File: config.mk
export PLATFORM = sky130hd
export DESIGN_NAME = alu_issue_ctrl_flat
export DESIGN_NICKNAME = d
export VERILOG_FILES = /design/src/rtl/alu_issue_ctrl_if.sv /design/src/rtl/alu_issue_ctrl.sv /design/src/flat_wrapper.sv
export SDC_FILE = /design/constraint.sdc
export NUM_CORES = 1
export LEC_CHECK = 0
export ABC_AREA = 1
export BUFFER_PORTS_ARGS = -buffer_cell sky130_fd_sc_hd__buf_2
export CAP_MARGIN = 20
export CORE_MARGIN = 10
export CORE_UTILIZATION = 35
export DETAILED_ROUTE_END_ITERATION = 16
export GPL_TIMING_DRIVEN = 0
export PLACE_DENSITY = 0.73
export SYNTH_ARGS = -nofsm -noshare
export SYNTH_HDL_FRONTEND = slang
export SYNTH_SLANG_ARGS = --single-unit
export TNS_END_PERCENT = 100
File: constraint.sdc
create_clock -name clk -period 1.6 [get_ports clk]
set_input_delay 0.32 -clock clk [delete_from_list [all_inputs] [get_ports clk]]
set_output_delay 0.32 -clock clk [all_outputs]
set_load 0.02 [all_outputs]
File: src/rtl/alu_issue_ctrl_if.sv
// Bundle of decode-side request, ALU drive/return and response signals
// for the ALU issue controller. "master" is the controller's view,
// "slave" is the view of the decode stage, ALU and response consumer.
interface alu_issue_if;
  logic        in_valid;
  logic        in_ready;
  logic [5:0]  in_opcode;
  logic [5:0]  in_funct;
  logic [31:0] in_rs_val;
  logic [31:0] in_rt_val;
  logic [15:0] in_imm;

  logic [3:0]  alu_control;
  logic [31:0] alu_operand_1;
  logic [31:0] alu_operand_2;
  logic [31:0] alu_result;

  logic        rsp_valid;
  logic        rsp_ready;
  logic [31:0] rsp_result;
  logic        rsp_branch_taken;
  logic        rsp_overflow;
  logic        rsp_illegal;

  modport master (
    input  in_valid, in_opcode, in_funct, in_rs_val, in_rt_val, in_imm,
    output in_ready,
    output alu_control, alu_operand_1, alu_operand_2,
    input  alu_result,
    output rsp_valid, rsp_result, rsp_branch_taken, rsp_overflow, rsp_illegal,
    input  rsp_ready
  );

  modport slave (
    output in_valid, in_opcode, in_funct, in_rs_val, in_rt_val, in_imm,
    input  in_ready,
    input  alu_control, alu_operand_1, alu_operand_2,
    output alu_result,
    input  rsp_valid, rsp_result, rsp_branch_taken, rsp_overflow, rsp_illegal,
    output rsp_ready
  );
endinterface

File: src/rtl/alu_issue_ctrl.sv
// ALU issue controller for the multi-cycle MIPS datapath: decodes one
// instruction per handshake into an ALU control code, holds operands on the
// combinational ALU for WAIT_CYCLES, captures the result and returns it with
// branch / overflow / illegal flags.
module alu_issue_ctrl #(
  parameter int WAIT_CYCLES = 1
) (
  input  logic        clk,
  input  logic        reset,
  alu_issue_if.master bus
);

  localparam int DATA_W = 32;
  localparam int CNT_W  = $clog2(WAIT_CYCLES + 1);

  typedef enum logic [1:0] {S_IDLE, S_DRIVE, S_RESP} state_t;

  typedef struct packed {
    logic [3:0] ctrl;
    logic       use_imm;
    logic       ovf_en;
    logic       inv_op2;
    logic       is_beq;
    logic       illegal;
  } dec_t;

  // Opcode/funct to ALU control; beq reuses sub but never flags overflow.
  function automatic dec_t decode(input logic [5:0] op, input logic [5:0] funct);
    dec_t d;
    d = '0;
    case (op)
      6'h00: begin
        case (funct)
          6'h20: begin d.ctrl = 4'd2; d.ovf_en = 1'b1; end
          6'h22: begin d.ctrl = 4'd6; d.ovf_en = 1'b1; d.inv_op2 = 1'b1; end
          6'h24: d.ctrl = 4'd0;
          6'h25: d.ctrl = 4'd1;
          6'h2A: d.ctrl = 4'd7;
          default: d.illegal = 1'b1;
        endcase
      end
      6'h1C: begin
        if (funct == 6'h02) d.ctrl = 4'd3;
        else                d.illegal = 1'b1;
      end
      6'h08: begin d.ctrl = 4'd8; d.use_imm = 1'b1; d.ovf_en = 1'b1; end
      6'h23,
      6'h2B: begin d.ctrl = 4'd2; d.use_imm = 1'b1; d.ovf_en = 1'b1; end
      6'h04: begin d.ctrl = 4'd6; d.is_beq = 1'b1; end
      default: d.illegal = 1'b1;
    endcase
    return d;
  endfunction

  // Two's-complement overflow of a + b_eff giving res.
  function automatic logic signed_ovf(input logic signed [DATA_W-1:0] a,
                                      input logic signed [DATA_W-1:0] b_eff,
                                      input logic signed [DATA_W-1:0] res);
    return (a[DATA_W-1] == b_eff[DATA_W-1]) && (res[DATA_W-1] != a[DATA_W-1]);
  endfunction

  state_t                    state_q;
  logic [CNT_W-1:0]          cnt_q;
  dec_t                      pend_q;
  logic                      in_ready_q;
  logic [3:0]                alu_control_q;
  logic signed [DATA_W-1:0]  op1_q;
  logic signed [DATA_W-1:0]  op2_q;
  logic                      rsp_valid_q;
  logic [DATA_W-1:0]         rsp_result_q;
  logic                      branch_q;
  logic                      ovf_q;
  logic                      illegal_q;

  dec_t                      dec;
  logic signed [DATA_W-1:0]  imm_sext;
  logic signed [DATA_W-1:0]  op2_eff;

  assign dec      = decode(bus.in_opcode, bus.in_funct);
  assign imm_sext = {{16{bus.in_imm[15]}}, bus.in_imm};
  assign op2_eff  = pend_q.inv_op2 ? ~op2_q : op2_q;

  // Issue FSM: accept in IDLE, hold operands through DRIVE, present in RESP.
  always_ff @(posedge clk) begin
    if (reset) begin
      state_q       <= S_IDLE;
      cnt_q         <= '0;
      pend_q        <= '0;
      in_ready_q    <= 1'b1;
      alu_control_q <= '0;
      op1_q         <= '0;
      op2_q         <= '0;
      rsp_valid_q   <= 1'b0;
      rsp_result_q  <= '0;
      branch_q      <= 1'b0;
      ovf_q         <= 1'b0;
      illegal_q     <= 1'b0;
    end else begin
      case (state_q)
        S_IDLE: begin
          if (bus.in_valid) begin
            pend_q <= dec;
            // Illegal ops leave the ALU inputs untouched.
            if (!dec.illegal) begin
              alu_control_q <= dec.ctrl;
              op1_q         <= bus.in_rs_val;
              op2_q         <= dec.use_imm ? imm_sext : bus.in_rt_val;
            end
            cnt_q      <= CNT_W'(WAIT_CYCLES);
            in_ready_q <= 1'b0;
            state_q    <= S_DRIVE;
          end
        end
        S_DRIVE: begin
          if (cnt_q == CNT_W'(1)) begin
            if (pend_q.illegal) begin
              rsp_result_q <= '0;
              branch_q     <= 1'b0;
              ovf_q        <= 1'b0;
              illegal_q    <= 1'b1;
            end else begin
              rsp_result_q <= bus.alu_result;
              branch_q     <= pend_q.is_beq && (bus.alu_result == '0);
              ovf_q        <= pend_q.ovf_en && signed_ovf(op1_q, op2_eff, bus.alu_result);
              illegal_q    <= 1'b0;
            end
            rsp_valid_q <= 1'b1;
            state_q     <= S_RESP;
          end else begin
            cnt_q <= cnt_q - CNT_W'(1);
          end
        end
        S_RESP: begin
          if (bus.rsp_ready) begin
            rsp_valid_q <= 1'b0;
            in_ready_q  <= 1'b1;
            state_q     <= S_IDLE;
          end
        end
        default: state_q <= S_IDLE;
      endcase
    end
  end

  assign bus.in_ready         = in_ready_q;
  assign bus.alu_control      = alu_control_q;
  assign bus.alu_operand_1    = op1_q;
  assign bus.alu_operand_2    = op2_q;
  assign bus.rsp_valid        = rsp_valid_q;
  assign bus.rsp_result       = rsp_result_q;
  assign bus.rsp_branch_taken = branch_q;
  assign bus.rsp_overflow     = ovf_q;
  assign bus.rsp_illegal      = illegal_q;

endmodule

File: src/flat_wrapper.sv
// flat-port wrapper written by rule: the top's interface ports become plain ports
module alu_issue_ctrl_flat 
#(
  parameter int WAIT_CYCLES = 1
)
  (clk, reset, bus_in_valid, bus_in_opcode, bus_in_funct, bus_in_rs_val, bus_in_rt_val, bus_in_imm, bus_in_ready, bus_alu_control, bus_alu_operand_1, bus_alu_operand_2, bus_alu_result, bus_rsp_valid, bus_rsp_result, bus_rsp_branch_taken, bus_rsp_overflow, bus_rsp_illegal, bus_rsp_ready);
  alu_issue_if bus_i ();
  input  logic clk;
  input  logic reset;
  input wire logic [$bits(bus_i.in_valid)-1:0] bus_in_valid;
  input wire logic [$bits(bus_i.in_opcode)-1:0] bus_in_opcode;
  input wire logic [$bits(bus_i.in_funct)-1:0] bus_in_funct;
  input wire logic [$bits(bus_i.in_rs_val)-1:0] bus_in_rs_val;
  input wire logic [$bits(bus_i.in_rt_val)-1:0] bus_in_rt_val;
  input wire logic [$bits(bus_i.in_imm)-1:0] bus_in_imm;
  output wire logic [$bits(bus_i.in_ready)-1:0] bus_in_ready;
  output wire logic [$bits(bus_i.alu_control)-1:0] bus_alu_control;
  output wire logic [$bits(bus_i.alu_operand_1)-1:0] bus_alu_operand_1;
  output wire logic [$bits(bus_i.alu_operand_2)-1:0] bus_alu_operand_2;
  input wire logic [$bits(bus_i.alu_result)-1:0] bus_alu_result;
  output wire logic [$bits(bus_i.rsp_valid)-1:0] bus_rsp_valid;
  output wire logic [$bits(bus_i.rsp_result)-1:0] bus_rsp_result;
  output wire logic [$bits(bus_i.rsp_branch_taken)-1:0] bus_rsp_branch_taken;
  output wire logic [$bits(bus_i.rsp_overflow)-1:0] bus_rsp_overflow;
  output wire logic [$bits(bus_i.rsp_illegal)-1:0] bus_rsp_illegal;
  input wire logic [$bits(bus_i.rsp_ready)-1:0] bus_rsp_ready;
  assign bus_i.in_valid = bus_in_valid;
  assign bus_i.in_opcode = bus_in_opcode;
  assign bus_i.in_funct = bus_in_funct;
  assign bus_i.in_rs_val = bus_in_rs_val;
  assign bus_i.in_rt_val = bus_in_rt_val;
  assign bus_i.in_imm = bus_in_imm;
  assign bus_in_ready = bus_i.in_ready;
  assign bus_alu_control = bus_i.alu_control;
  assign bus_alu_operand_1 = bus_i.alu_operand_1;
  assign bus_alu_operand_2 = bus_i.alu_operand_2;
  assign bus_i.alu_result = bus_alu_result;
  assign bus_rsp_valid = bus_i.rsp_valid;
  assign bus_rsp_result = bus_i.rsp_result;
  assign bus_rsp_branch_taken = bus_i.rsp_branch_taken;
  assign bus_rsp_overflow = bus_i.rsp_overflow;
  assign bus_rsp_illegal = bus_i.rsp_illegal;
  assign bus_i.rsp_ready = bus_rsp_ready;
  alu_issue_ctrl #(.WAIT_CYCLES(WAIT_CYCLES)) u_core (.clk(clk), .reset(reset), .bus(bus_i));
endmodule
==> results_dict.tcl <==
set metrics [dict create \
    grt_max_degree 22 \
    dp_hpwl_um 14450 \
    port_buffers 231 \
    grt_pass1_vias 5641 \
    rows 44 \
    yosysSeqAreaShare 0.4297 \
    r2r-start "u_core.state_q[0]$_SDFFE_PP0P_" \
    relSlewSlack 0.5994 \
    grt_usage 0.1731 \
    synthMuxAreaShare 0 \
    hp-class "input port to register" \
    die_y_um 142.1 \
    synth-async-reset-ratio 0 \
    dr.pass1.iters 5 \
    grt_overflow_total 0 \
    vdd_drop_max_mv 0.5097 \
    grt_pass1_wl_um 28610 \
    finalClockSkew_ns 0.01480 \
    clk_pin_slew_ns 0.08 \
    ant_nets 0 \
    synth_top_family_by_area "simple AND/OR/NAND/NOR gates" \
    dpl_worst_slack_ns -0.2788 \
    drt_wl_total_um 18380 \
    cts_hold_buffers 0 \
    cp-end-kind "register" \
    synth_simple_gate_area_share 0.3736 \
    area_growth_pct 35.06 \
    drt_iter0_markers 264 \
    synth_nets 854 \
    synthXorXnorAreaFrac 0.001679 \
    yosysWarningCount 0 \
    path_class "register to register" \
    pin_count 233 \
    drive_gt1_frac 0.3084 \
    numClockSinks 112 \
    gp_congestion 0.8442 \
    max_freq_ghz 0.6284 \
    synth_area_leaders "dfxtp_1, nand2_1, nor2_1" \
    synth_edf_count 0 \
    initial_core_util 0.3576 \
    setup_viol 0 \
    drc_errors 0 \
    final_nets 1099 \
    cts_buffers 9 \
    htreeDepth 3 \
    finalHoldViolations 0 \
    synth_most_common_cell "nand2_1" \
    reg2reg_depth 7 \
    p_per_area_mw_per_mm2 867.3 \
    setup_slack_ns 0.008560 \
    synthAdderAreaFrac 0 \
    die_w_um 142.1 \
    worstMarginPinSlew_ns 0.6009 \
    reg2reg_slack_ns 0.009 \
    core-area_mm2 0.01459 \
    status "finished, final reports clean" \
    crit_fanout 10 \
    holdWs_ns 0.2208 \
    start_kind "register" \
    fin_crit_sh 0.9947 \
    yosysUniqueCellTypes 29 \
    critical_path_required_ns 1.89 \
    dieArea_mm2 0.02019 \
    clkLatencyLatePin_ns 0.36 \
    antenna_found_initial 2 \
    synth_flop_cell "dfxtp_1" \
    rsz0062_at_grt "true" \
    synth_compound_area_frac 0.1269 \
    synth_common_cells "nand2_1, nor2_1, dfxtp_1, a21oi_1, nand3b_1" \
    yosys.area.top_type "dfxtp_1" \
    synth_top_area_frac 0.4297 \
    r2r-end "u_core.bus.alu_control[3]$_SDFFE_PP0P_" \
    finalMaxSlewViolations 0 \
    nFillCells 1503 \
    avgRoutedWirePerCell_um 15.83 \
    synth-seq-cells 112 \
    worstPathArrival_ns 1.88 \
    p_leak_nw 3.508 \
    maxCapViolations 0 \
    root_buffer "clkbuf_16" \
    syn_area_per_cell_um2 7.187 \
    synth_area_mm2 0.005218 \
    cts_tree "yes" \
    min_to "u_core.bus.rsp_result[1]$_SDFFE_PP0P_" \
    via_count 5695 \
    synthCells 726 \
    cts_buffer_depth 2 \
    viasPerCell 4.905 \
    worstHoldPathCells 3 \
    min_from "bus_alu_result[1]" \
    finalCriticalPeriod_ns 1.591 \
]
worst max-delay path, stage by stage (launching register included):
cell	delay [ns]
dfxtp_2	0.35
nor3_4	0.32
nand2_4	0.14
nor2_8	0.22
buf_8	0.18
buf_8	0.14
a21oi_1	0.07
nor2_1	0.11
cell type report:
cell class	instances	area, um2	area share
Clock inverter	7	72.57	0.01030
Multi-Input combinational cell	534	2660	0.3775
Antenna cell	1	2.502	0.0003551
Inverter	26	97.59	0.01385
Clock buffer	9	225.2	0.03196
Tap cell	184	230.2	0.03267
Sequential cell	112	2243	0.3184
Buffer	55	326.6	0.04634
Timing Repair Buffer	233	1189	0.1687
how the worst max path moves through the flow:
| stage | startpoint | end | slack (ns) | depth (start not counted) |
|---|---|---|---|---|
| after floorplan | bus_in_opcode[5] | u_core.bus.alu_control[3]$_SDFFE_PP0P_ | 0.12 | 8 |
| after global placement | bus_in_funct[5] | u_core.bus.alu_control[3]$_SDFFE_PP0P_ | -0.26 | 11 |
| after detailed placement | bus_in_opcode[5] | u_core.bus.alu_control[3]$_SDFFE_PP0P_ | -0.28 | 9 |
| after CTS | u_core.state_q[0]$_SDFFE_PP0P_ | u_core.bus.rsp_result[6]$_SDFFE_PP0P_ | -0.001 | 7 |
| after global routing | u_core.state_q[0]$_SDFFE_PP0P_ | u_core.bus.alu_operand_2[30]$_SDFFE_PP0P_ | -0.08 | 7 |
| final | u_core.state_q[0]$_SDFFE_PP0P_ | u_core.bus.alu_control[3]$_SDFFE_PP0P_ | 0.009 | 7 |
cells in the final DEF (no fill, tap or decap), types with 3 or more instances in the layout:
cell type | netlist | final
buf_8 | 0 | 4
nand3b_1 | 65 | 65
a21oi_1 | 78 | 78
buf_2 | 20 | 242
a22oi_1 | 32 | 32
nor2_4 | 1 | 3
nand2_2 | 3 | 5
nor2_2 | 5 | 6
o21ai_0 | 3 | 3
dfxtp_1 | 112 | 111
clkbuf_16 | 0 | 10
nand2_1 | 149 | 146
clkbuf_1 | 26 | 23
buf_4 | 5 | 5
buf_1 | 3 | 3
nand4_1 | 3 | 3
nand3_1 | 44 | 44
clkbuf_4 | 0 | 6
nor2_1 | 136 | 134
buf_6 | 1 | 3
nor3_1 | 3 | 3
inv_1 | 25 | 25
repair_timing:
| action | in CTS | in global routing |
|---|---|---|
| setup endpoints to repair | 99 | 96 |
| resized for setup | 8 | 31 |
| buffers inserted | 0 | 1 |
| pin swaps | 2 | 5 |
| cloned | 1 | 1 |
registers in the layout (all words and copies together) (netlist names), 2 cells and up:
register / cells
u_core.bus.alu_operand_2: 32
u_core.bus.rsp_result: 32
u_core.bus.alu_operand_1: 32
u_core.state_q: 2
u_core.bus.alu_control: 4
u_core.pend_q: 4
layer usage:
layer	vias up	share of wire	GRT usage
li1	2892	-	-
met5	-	0.00038	0
met2	235	0.47	0.2920
met4	2	0.013	0.04357
met3	20	0.12	0.08178
met1	2546	0.40	0.1920
metrics by stage:
stage | power (W) | TNS (ns) | std cells | util | area (um2)
6_report | 0.006111 | 0 | 1161 | 0.4830 | 7047
2_1_floorplan | 0.003506 | 0 | 726 | - | 5218
3_5_place_dp | 0.003881 | -16.48 | 1141 | 0.4527 | 6604
3_3_place_gp | 0.003871 | -15.36 | 1141 | 0.4527 | 6604
4_1_cts | 0.006165 | -0.001979 | 1158 | 0.4755 | 6937
5_1_grt | 0.006372 | -2.812 | 1160 | 0.4828 | 7044
kinds of logic after synthesis:
logic type             after synthesis
XOR/XNOR                             1
AO/OA/AOI/OAI                      115
buffers and inverters               81
flip-flops                         112
AND/OR/NAND/NOR                    417
power breakdown:
| part | switching (W) | total, W | internal (W) |
|---|---|---|---|
| sequential | 0.0000527 | 0.00293 | 0.00288 |
| clock | 0.00116 | 0.00226 | 0.00111 |
| combinational | 0.000528 | 0.000913 | 0.000385 |
No activity file was read; power rests on OpenSTA's default activity.
